File: src/rtl/uart_byte_rx_pkg.sv
// Shared definitions for the UART byte receiver.
//   state_e       : receiver FSM state encoding
//   clks_per_bit  : clock cycles per serial bit, CLK_HZ / BAUD (integer division)
package uart_byte_rx_pkg;

    typedef enum logic [2:0] {
        IDLE,
        START,
        DATA,
        STOP,
        BREAK_WAIT
    } state_e;

    function automatic int unsigned clks_per_bit(input int unsigned clk_hz,
                                                 input int unsigned baud);
        return clk_hz / baud;
    endfunction

endpackage

File: src/rtl/uart_sync.sv
// Two-flop synchronizer for the asynchronous serial line.
//   clk : system clock
//   rst : asynchronous active-high reset; both flops reset to 1 (line idle level)
//   d   : asynchronous input
//   q   : synchronized output
module uart_sync (
    input  logic clk,
    input  logic rst,
    input  logic d,
    output logic q
);

    logic meta_q;

    always_ff @(posedge clk or posedge rst) begin
        if (rst) begin
            meta_q <= 1'b1;
            q      <= 1'b1;
        end else begin
            meta_q <= d;
            q      <= meta_q;
        end
    end

endmodule

File: src/rtl/uart_byte_rx.sv
// UART 8N1 byte receiver with a single-entry ready/valid holding register.
//   clk             : system clock, rising edge
//   rst             : asynchronous active-high reset
//   rx              : asynchronous serial line, idles high, LSB first
//   from_uart_ready : consumer accepts the held byte when high with from_uart_valid
//   from_uart_data  : received byte, stable while from_uart_valid is high
//   from_uart_valid : a byte is held and not yet accepted
//   from_uart_error : one-cycle pulse on a framing error or an overrun
module uart_byte_rx
    import uart_byte_rx_pkg::*;
#(
    parameter int unsigned CLK_HZ = 50_000_000,
    parameter int unsigned BAUD   = 115200
) (
    input  logic       clk,
    input  logic       rst,
    input  logic       rx,
    input  logic       from_uart_ready,
    output logic [7:0] from_uart_data,
    output logic       from_uart_valid,
    output logic       from_uart_error
);

    localparam int unsigned CPB  = clks_per_bit(CLK_HZ, BAUD);
    localparam int unsigned CntW = $clog2(CPB);
    localparam logic [CntW-1:0] HalfM1 = CntW'(CPB / 2 - 1);
    localparam logic [CntW-1:0] FullM1 = CntW'(CPB - 1);

    logic            rx_s;
    state_e          state_q, state_d;
    logic [CntW-1:0] cnt_q, cnt_d;
    logic [2:0]      bit_idx_q, bit_idx_d;
    logic [7:0]      shift_q, shift_d;
    logic            done, frame_err, load, overrun;

    uart_sync u_sync (
        .clk (clk),
        .rst (rst),
        .d   (rx),
        .q   (rx_s)
    );

    always_comb begin
        state_d   = state_q;
        cnt_d     = cnt_q;
        bit_idx_d = bit_idx_q;
        shift_d   = shift_q;
        done      = 1'b0;
        frame_err = 1'b0;
        unique case (state_q)
            IDLE: begin
                if (!rx_s) begin
                    cnt_d   = '0;
                    state_d = START;
                end
            end
            START: begin
                // Re-check the line at mid start bit to reject glitches.
                if (cnt_q == HalfM1) begin
                    cnt_d = '0;
                    if (!rx_s) begin
                        bit_idx_d = 3'd0;
                        state_d   = DATA;
                    end else begin
                        state_d = IDLE;
                    end
                end else begin
                    cnt_d = cnt_q + CntW'(1);
                end
            end
            DATA: begin
                if (cnt_q == FullM1) begin
                    cnt_d   = '0;
                    shift_d = {rx_s, shift_q[7:1]};
                    if (bit_idx_q == 3'd7) begin
                        state_d = STOP;
                    end else begin
                        bit_idx_d = bit_idx_q + 3'd1;
                    end
                end else begin
                    cnt_d = cnt_q + CntW'(1);
                end
            end
            STOP: begin
                if (cnt_q == FullM1) begin
                    cnt_d = '0;
                    if (rx_s) begin
                        done    = 1'b1;
                        state_d = IDLE;
                    end else begin
                        frame_err = 1'b1;
                        state_d   = BREAK_WAIT;
                    end
                end else begin
                    cnt_d = cnt_q + CntW'(1);
                end
            end
            BREAK_WAIT: begin
                // A held-low line stays here so it reports only one error.
                if (rx_s) begin
                    state_d = IDLE;
                end
            end
            default: state_d = IDLE;
        endcase
    end

    // A completed byte loads when the holder is empty or is being drained this cycle.
    assign load    = done && (!from_uart_valid || from_uart_ready);
    assign overrun = done && !load;

    always_ff @(posedge clk or posedge rst) begin
        if (rst) begin
            state_q         <= IDLE;
            cnt_q           <= '0;
            bit_idx_q       <= 3'd0;
            shift_q         <= 8'h00;
            from_uart_data  <= 8'h00;
            from_uart_valid <= 1'b0;
            from_uart_error <= 1'b0;
        end else begin
            state_q         <= state_d;
            cnt_q           <= cnt_d;
            bit_idx_q       <= bit_idx_d;
            shift_q         <= shift_d;
            from_uart_error <= frame_err | overrun;
            if (load) begin
                from_uart_data  <= shift_q;
                from_uart_valid <= 1'b1;
            end else if (from_uart_valid && from_uart_ready) begin
                from_uart_valid <= 1'b0;
            end
        end
    end

endmodule

File: config.mk
export PLATFORM = sky130hd
export DESIGN_NAME = uart_byte_rx
export DESIGN_NICKNAME = d
export VERILOG_FILES = /design/src/rtl/uart_byte_rx_pkg.sv /design/src/rtl/uart_sync.sv /design/src/rtl/uart_byte_rx.sv
export SDC_FILE = /design/constraint.sdc
export NUM_CORES = 1
export LEC_CHECK = 0
export CORE_MARGIN = 3
export CORE_UTILIZATION = 55
export CTS_BUF_LIST = sky130_fd_sc_hd__clkbuf_16
export DETAILED_ROUTE_END_ITERATION = 10
export GPL_TIMING_DRIVEN = 0
export PLACE_DENSITY = 0.76
export SLEW_MARGIN = 40
export SYNTH_ARGS = -nofsm -noshare
export SYNTH_HDL_FRONTEND = slang
export SYNTH_HIERARCHICAL = 1
export SYNTH_SLANG_ARGS = --single-unit
export TNS_END_PERCENT = 20
File: constraint.sdc
create_clock -name clk -period 4.8 [get_ports clk]
set_input_delay 1.2 -clock clk [delete_from_list [all_inputs] [get_ports clk]]
set_output_delay 1.2 -clock clk [all_outputs]
set_load 0.05 [all_outputs]
==> results of run 1 <==
-- state kept, by name, summed over array words and instances, names as in the netlist --
| name | count |
|---|---|
| state_q | 3 |
| shift_q | 8 |
| u_sync/q | 1 |
| from_uart_error | 1 |
| cnt_q | 9 |
| from_uart_valid | 1 |
| u_sync/meta_q | 1 |
| bit_idx_q | 3 |
| from_uart_data | 8 |
-- cells by family after synthesis --
kind of cell	share of synthesized area
AOI/OAI and AO/OA	0.1448
muxes	0.1091
buffers and inverters	0.03351
DFF	0.5007
adders and majority gates	0.03566
and+or+nand+nor	0.1762
-- per-stage QoR --
step	power (mW)	util	hold WS, ps
2_1_floorplan	0.3080	-	345.2
3_3_place_gp	0.3122	0.6678	347.2
3_5_place_dp	0.3126	0.6678	348.4
4_1_cts	0.6176	0.7166	356.1
5_1_grt	0.6322	0.7166	357.0
6_report	0.6116	0.7166	355.6
-- final timing paths --
kind / startpoint / end / slack (ps) / cells past startpoint
worst max-delay path: from_uart_valid / from_uart_valid / 2140 / 1
worst min-delay path: u_sync/meta_q / u_sync/q / 360 / 0
worst max register to register: cnt_q[1] / cnt_q[3] / 2760 / 6
worst min register to register: u_sync/meta_q / u_sync/q / 360 / 0
max in group asynchronous: rst / from_uart_data[3] / 2990 / 2
min in group asynchronous: rst / u_sync/meta_q / 1310 / 2
-- report_power, final --
group | internal (mW) | switching, mW
combinational | 0.00290 | 0.00637
clock | 0.189 | 0.116
sequential | 0.297 | 0.000970
total | 0.489 | 0.123
-- routing by layer --
layer | part of all wire | vias to the layer above | global-route usage | wire, um
met1 | 0.46 | 575 | 0.2442 | 1482
li1 | - | 563 | - | -
met2 | 0.47 | 39 | 0.2876 | 1492
met5 | 0 | - | 0 | 0
met4 | 0.014 | 0 | 0.07989 | 44
met3 | 0.053 | 7 | 0.05396 | 170
-- layout make-up --
type / instances / share of cell area
flip-flops and latches: 35 / 0.4226
multi-input cells: 96 / 0.3931
repair buffers: 13 / 0.06261
clock buffers: 5 / 0.06020
well taps: 42 / 0.02529
plain buffers: 6 / 0.01927
inverters: 5 / 0.009031
clock inverters: 3 / 0.007827
-- cells in the final DEF, fill, tap and decap left out, types with 2 or more instances in the layout --
cell / n
dfrtp_1: 33
mux2_2: 16
clkdlybuf4s50_1: 13
nor2_1: 7
nand2_1: 6
inv_1: 5
a21o_1: 5
a21oi_1: 5
ha_1: 5
clkbuf_16: 5
nand2b_1: 4
nand3_1: 4
o21ai_0: 4
a221o_1: 4
a22o_1: 3
a22oi_1: 3
buf_4: 2
nand3b_1: 2
or2_2: 2
nor3_1: 2
a31oi_1: 2
nor4_4: 2
or3_1: 2
dfstp_2: 2
==> qor_table.md, run 1 <==
| Step | Item | Reported |
|:---|:---|:---|
| critical path | Startpoint-to-endpoint class of the critical path | flip-flop to output port |
| clocking | Number of levels in the clock H-tree | 2 |
| sta | Worst-Margin Slew | 670.3 ps |
| sta | Final critical-path share of the clock period | 0.5546 |
| sta | Setup WS post-layout | 2138 ps |
| critical path | CP delay by family, top | buffers and inverters |
| min path | Worst min-delay path class | flip-flop to flip-flop |
| synth | Most frequently used cell type in the post-synthesis netlist | dfrtp_1 |
| floorplan | Area of the core | 2900 um2 |
| clocking | Clock Latency Late Sink | 280 ps |
| routing | Via count | 1184 |
| floorplan | Floorplan row count | 19 |
| floorplan | Total die area | 3903 um2 |
| global route | Number of antenna violations at the first check in global routing | 0 |
| place | Placed insts | 197 |
| power | Ratio of total power to cell area | 294.3 nW/um2 |
| sta | Final number of hold-violating endpoints | 0 |
| finish | Layout Nets | 171 |
| routing | 1st-iter DRT viols | 46 |
| global route | Vias in the first global route | 1201 |
| place | Weighted congestion reported at the end of routability-driven placement | 0.7922 |
| place | Standard cell area after detailed placement | 1937 um2 |
| power | Highest ir drop seen on vdd | 0.2412 mV |
| finish | Sequential cell area | 878.3 um2 |
| critical path | Largest stage delay on the critical path | 820 ps |
| clocking | Post-cts resize count | 0 |
| sta | Max-Slew Margin vs Limit | 0.5525 |
| synth | Yosys Warn Count | 6 |
| global route | GRT Resource Usage Total | 0.1863 |
| place | Worst slack after detailed placement | 2175 ps |
| clocking | Hold Buf Count CTS | 0 |
| critical path | Data required time of the critical path | 3600 ps |
| clocking | Clock-pin slew on the worst setup and hold paths | 50 ps |
| finish | Filler Cell Count | 204 |
| status | Status | finished, final reports clean |
| global route | Pin count of the biggest net entering global routing | 34 |
| routing | Detailed-router iteration count before antenna repair | 4 |
| clocking | Post-CTS Setup Bufs | 0 |
| finish | Final design area excluding fillers | 2078 um2 |
| sta | Top achievable clock speed | 375.6 MHz |
| synth | Most used DFF post-synth | dfrtp_1 |
| synth | Top cell type by total area after synthesis | dfrtp_1 |
| routing | Antenna-violating nets left | 0 |
| finish | Area growth syn-to-layout | 18.47% |
| clocking | CTS tree | built |
| synth | Synthesized instance count | 142 |
| synth | Fraction of synthesis flops using an asynchronous set or reset pin | 1.000 |
| clocking | Number of buffers created by CTS | 5 |
| sta | Number of setup violations in the final report | 0 |
| place | HPWL after detailed placement | 2.196 mm |
| power | Cell leakage power | 0.9641 nW |
| synth | EDFF count, synth | 0 |
| synth | Most frequent cells after synthesis | dfrtp_1 (33), mux2_2 (16), nor2_1 (7), nand2_1 (6) |
| sta | RSZ-0062 raised after global routing | no |
| finish | Fraction of layout cells with a size suffix above 1 | 0.2577 |
| synth | Post-Syn Nets | 151 |
| place | Port Buffers | 13 |
| routing | Wire per inst | 15.56 um |
| clocking | Clk buf depth | 2 |
| global route | Global-route wire length before repair | 5.733 mm |
| finish | Footprint of the multi-input gates | 817.0 um2 |
| floorplan | Die Span Y | 62.48 um |
| floorplan | Number of top-level pins | 14 |
| critical path | Largest fanout on the critical path | 2 |
| sta | Clock skew | 2.808 ps |
| routing | Number of vias per cell | 5.776 |
| job | Max-cap violations | 0 |
| clocking | Clock tree sinks | 35 |
| sta | Fin. max-slew vios | 0 |
| routing | Residual DRC count | 0 |
| critical path | Startpoint type of the worst setup path | flip-flop |
| finish | Final Non-Filler Cells | 205 |
| critical path | Critical Path End Type | output port |
| critical path | Cells along the critical path | clkdlybuf4s50_1 |
| critical path | Cell with the largest stage delay on the worst path | clkdlybuf4s50_1 |
| floorplan | Starting density of the core | 0.6048 |
| critical path | Count of buffering cells on the critical path with inverters included | 1 |
| global route | Grt total ovfl | 0 |
| synth | Total of flip-flops plus latches after synthesis | 35 |
| clocking | Clock Tree Root | clkbuf_16 |
| synth | Main area contributors after synthesis | dfrtp_1 (47%), mux2_2 (10%), ha_1 (3.6%) |
| synth | Post-Synthesis Cell Area | 1754 um2 |
| critical path | Crit path DAT | 1460 ps |
| sta | Sum Neg Setup Slack | 0 ps |
| synth | Synth cell types | 44 |
| routing | Final wirelength | 3.190 mm |
| synth | Fraction of the yosys area taken by sequential cells | 0.5007 |
| sta | Post-layout min period | 2662 ps |
| floorplan | Die outline width | 62.48 um |
| synth | Fraction of synthesized cell area taken by the top area cell type | 0.4708 |
| finish | Total inserted antenna cells | 0 |
| synth | Synthesized area per cell | 12.35 um2 |
(Power assumes the default switching activity.)
==> run 2: changes to the inputs <==
==> constraint.sdc (replaced) <==
create_clock -name clk -period 2.45 [get_ports clk]
set_input_delay 0.6125 -clock clk [delete_from_list [all_inputs] [get_ports clk]]
set_output_delay 0.6125 -clock clk [all_outputs]
set_load 0.05 [all_outputs]
==> results of run 2 <==
The final DEF is identical to that of run 1. Status: finished, final reports clean.
Main changes from that run: setup slack after placement 2175 ps -> 412.7 ps; setup slack after layout 2138 ps -> 375.3 ps; register-to-register setup slack 2760 ps -> 410 ps; total power 0.6116 mW -> 1.198 mW; worst IR drop on VDD 0.2412 mV -> 0.4725 mV
==> run 3: changes to the inputs <==
--- a/config.mk
+++ b/config.mk
@@ -6,11 +6,11 @@
 export NUM_CORES = 1
 export LEC_CHECK = 0
 export CORE_MARGIN = 3
-export CORE_UTILIZATION = 55
+export CORE_UTILIZATION = 51
 export CTS_BUF_LIST = sky130_fd_sc_hd__clkbuf_16
 export DETAILED_ROUTE_END_ITERATION = 10
 export GPL_TIMING_DRIVEN = 0
-export PLACE_DENSITY = 0.76
+export PLACE_DENSITY = 0.74
 export SLEW_MARGIN = 40
 export SYNTH_ARGS = -nofsm -noshare
 export SYNTH_HDL_FRONTEND = slang
==> constraint.sdc (replaced) <==
create_clock -name clk -period 1.8 [get_ports clk]
set_input_delay 0.45 -clock clk [delete_from_list [all_inputs] [get_ports clk]]
set_output_delay 0.45 -clock clk [all_outputs]
set_load 0.05 [all_outputs]
==> run 3 against run 2 <==
Net effect: the flow now finishes with violations (setup timing); flip-flop and latch count unchanged; non-clock buffer count is 22 higher; register-to-register slack lost 430 ps; sequential share of layout area decreased by 5.5 points; worst hold slack worse by 11 ps; global-route usage rose by 1.1 points; critical endpoint is now cnt_q[4]; largest cell class is now multi-input combinational cells; largest power group unchanged.
==> qor_table.md, run 3 (same netlist as run 1, synthesis figures left out) <==
| Step | Item | Reported |
|:---|:---|:---|
| status | Status | finished, violations left |
| status | Violations in the final reports | setup timing |
| global route | Number of antenna violations at the first check in global routing | 0 |
| floorplan | Total die area | 4179 um2 |
| routing | Detailed-router iteration count before antenna repair | 4 |
| critical path | Count of buffering cells on the critical path with inverters included | 2 |
| floorplan | Number of top-level pins | 14 |
| finish | Layout Nets | 193 |
| critical path | RR Endpoint | cnt_q[4] |
| sta | Final critical-path share of the clock period | 1.012 |
| sta | Post-layout min period | 1822 ps |
| routing | Top sig layer | met4 |
| routing | Residual DRC count | 0 |
| finish | Max FFs per register | 9 |
| floorplan | Die outline width | 64.65 um |
| sta | Max-Slew Margin vs Limit | 0.5420 |
| routing | Detailed route wirelength on metal2 | 2.191 mm |
| finish | Filler Cell Count | 184 |
| routing | Number of vias per cell | 5.838 |
| sta | Clock skew | 9.498 ps |
| floorplan | Floorplan row count | 20 |
| sta | Final-layout worst hold slack | 344.8 ps |
| finish | Most common cell after layout, fill and taps aside | dfrtp_1 |
| power | Ratio of total power to cell area | 743.9 nW/um2 |
| clocking | Clock-pin slew on the worst setup and hold paths | 60 ps |
| critical path | Startpoint type of the worst setup path | flip-flop |
| place | Placed insts | 199 |
| floorplan | Starting density of the core | 0.5520 |
| min path | Worst min-delay path class | flip-flop to flip-flop |
| clocking | Clock tree sinks | 35 |
| place | HPWL after detailed placement | 2.160 mm |
| critical path | Worst reg-to-reg path cell count | 7 |
| sta | Final number of hold-violating endpoints | 0 |
| critical path | Cell with the largest stage delay on the worst path | dfrtp_2 |
| place | Weighted congestion reported at the end of routability-driven placement | 0.8415 |
| clocking | Clock Tree Root | clkbuf_16 |
| job | Max-cap violations | 0 |
| finish | Most flop-heavy register | cnt_q |
| global route | Vias in the first global route | 1308 |
| finish | Area growth syn-to-layout | 37.02% |
| critical path | Crit path DAT | 1980 ps |
| min path | End point of the worst hold path | u_sync/q |
| critical path | Critical Path End Type | flip-flop |
| routing | Final wirelength | 4.299 mm |
| finish | Fraction of layout cells with a size suffix above 1 | 0.4108 |
| floorplan | Die Span Y | 64.65 um |
| critical path | Largest stage delay on the critical path | 410 ps |
| critical path | Flop-to-flop setup slack | -20 ps |
| finish | Final Non-Filler Cells | 229 |
| routing | Wire per inst | 18.77 um |
| clocking | Number of buffers created by CTS | 5 |
| finish | Top library cells by usage in the layout, fill and taps aside | dfrtp_1 (29), buf_4 (20), mux2_4 (13), dlygate4sd2_1 (10), nor2_1 (7) |
| clocking | CTS tree | built |
| global route | Pin count of the biggest net entering global routing | 34 |
| place | Port Buffers | 13 |
| critical path | CP delay by family, top | compound AO/OA/AOI/OAI gates |
| power | Highest ir drop seen on vdd | 0.6070 mV |
| critical path | Start of the worst register-to-register path | cnt_q[0] |
| finish | Registers with the most flip-flops | cnt_q: 9 flops, from_uart_data: 8 flops, shift_q: 8 flops |
| global route | GRT Resource Usage Total | 0.1974 |
| sta | Number of setup violations in the final report | 10 |
| finish | Final standard cell utilization of the core | 0.7563 |
| critical path | Startpoint-to-endpoint class of the critical path | flip-flop to flip-flop |
| sta | Worst-Margin Slew | 686.0 ps |
| critical path | Data required time of the critical path | 1950 ps |
| sta | Setup WS post-layout | -22.23 ps |
| routing | WL met3 | 221 um |
| finish | Total inserted antenna cells | 0 |
| clocking | Clock Latency Late Sink | 280 ps |
| routing | Antenna-violating nets left | 0 |
| routing | Via count | 1337 |
| clocking | Clk buf depth | 2 |
| power | Cell leakage power | 1.168 nW |
| global route | Grt total ovfl | 0 |
| min path | Hold depth | 0 |
| global route | Global-route wire length before repair | 6.279 mm |
| routing | Metal-1 WL | 1.775 mm |
| sta | Fin. max-slew vios | 0 |
| min path | Startpoint of the lowest-slack hold path | u_sync/meta_q |
| critical path | Cells along the critical path | inv_2 -> ha_4 -> nand3b_1 -> o31ai_4 -> buf_6 -> a21oi_1 -> a221o_1 |
| clocking | Number of levels in the clock H-tree | 2 |
| clocking | Hold Buf Count CTS | 0 |
| sta | Top achievable clock speed | 548.8 MHz |
| routing | 1st-iter DRT viols | 81 |
| critical path | Largest fanout on the critical path | 6 |
| sta | RSZ-0062 raised after global routing | yes |
| floorplan | Area of the core | 3178 um2 |
[run 3: cell count changes in the layout (fill, tap and decap cells not counted), sizes merged]
| cell | before | now |
|---|---|---|
| clkdlybuf4s50 | 13 | 3 |
| inv | 6 | 5 |
| buf | 5 | 28 |
| clkbuf | 6 | 5 |
| dlygate4sd2 | 0 | 10 |
| clkinv | 1 | 2 |
| bufinv | 0 | 1 |
| clkinvlp | 1 | 0 |
[run 3: how the worst max path moves through the flow]
| stage | from | to | slack [ps] | cells past startpoint |
|---|---|---|---|---|
| after global placement | cnt_q[1] | cnt_q[3] | -170 | 6 |
| final | cnt_q[0] | cnt_q[4] | -20 | 7 |
| after floorplan | cnt_q[3] | from_uart_data[0] | -5 | 6 |
| after CTS | cnt_q[1] | from_uart_data[2] | -60 | 7 |
| after detailed placement | cnt_q[1] | cnt_q[4] | -210 | 6 |
| after global routing | cnt_q[0] | cnt_q[6] | -90 | 7 |
[run 3: per-layer routing]
metal / up-vias / track usage
met5: - / 0
li1: 609 / -
met4: 0 / 0.08443
met3: 13 / 0.05546
met1: 672 / 0.2350
met2: 43 / 0.3338
[run 3: what timing repair did]
action,4_1_cts,5_1_grt
buffers inserted,7,16
setup endpoints to repair,39,25
pin swaps,6,9
resized for setup,21,27
cloned,0,1
[run 3: cell type report]
class / instances / area [um2] / area share
Inverter: 5 / 18.77 / 0.007808
Sequential cell: 35 / 883.3 / 0.3675
Multi-Input combinational cell: 96 / 923.4 / 0.3842
Tap cell: 44 / 55.05 / 0.02290
Buffer: 4 / 30.03 / 0.01249
Timing Repair Buffer: 37 / 329.1 / 0.1369
Clock inverter: 3 / 38.79 / 0.01614
Clock buffer: 5 / 125.1 / 0.05206
[run 3: report_power, final]
group / total [mW] / internal [mW] / switching (mW)
sequential: 0.795 / 0.792 / 0.00306
clock: 0.967 / 0.645 / 0.322
combinational: 0.0265 / 0.00869 / 0.0178
total: 1.79 / 1.45 / 0.343
[run 3: metrics by stage]
stage | total power, mW | area (um2) | setup slack (ps) | setup TNS (ps)
floorplan | 0.8212 | 1754 | -4.815 | -33.71
global placement | 0.8323 | 1939 | -171.1 | -6926
detailed placement | 0.8331 | 1939 | -214.5 | -4338
CTS | 1.781 | 2195 | -60.43 | -333.7
global route | 1.838 | 2404 | -94.32 | -1200
finish | 1.788 | 2404 | -22.23 | -111.2
[run 3: worst reg2reg max path, cell delays in order (launching register included)]
cell and delay (ps):
dfrtp_2 410, inv_2 100, ha_4 130, nand3b_1 170
o31ai_4 340, buf_6 160, a21oi_1 100, a221o_1 280
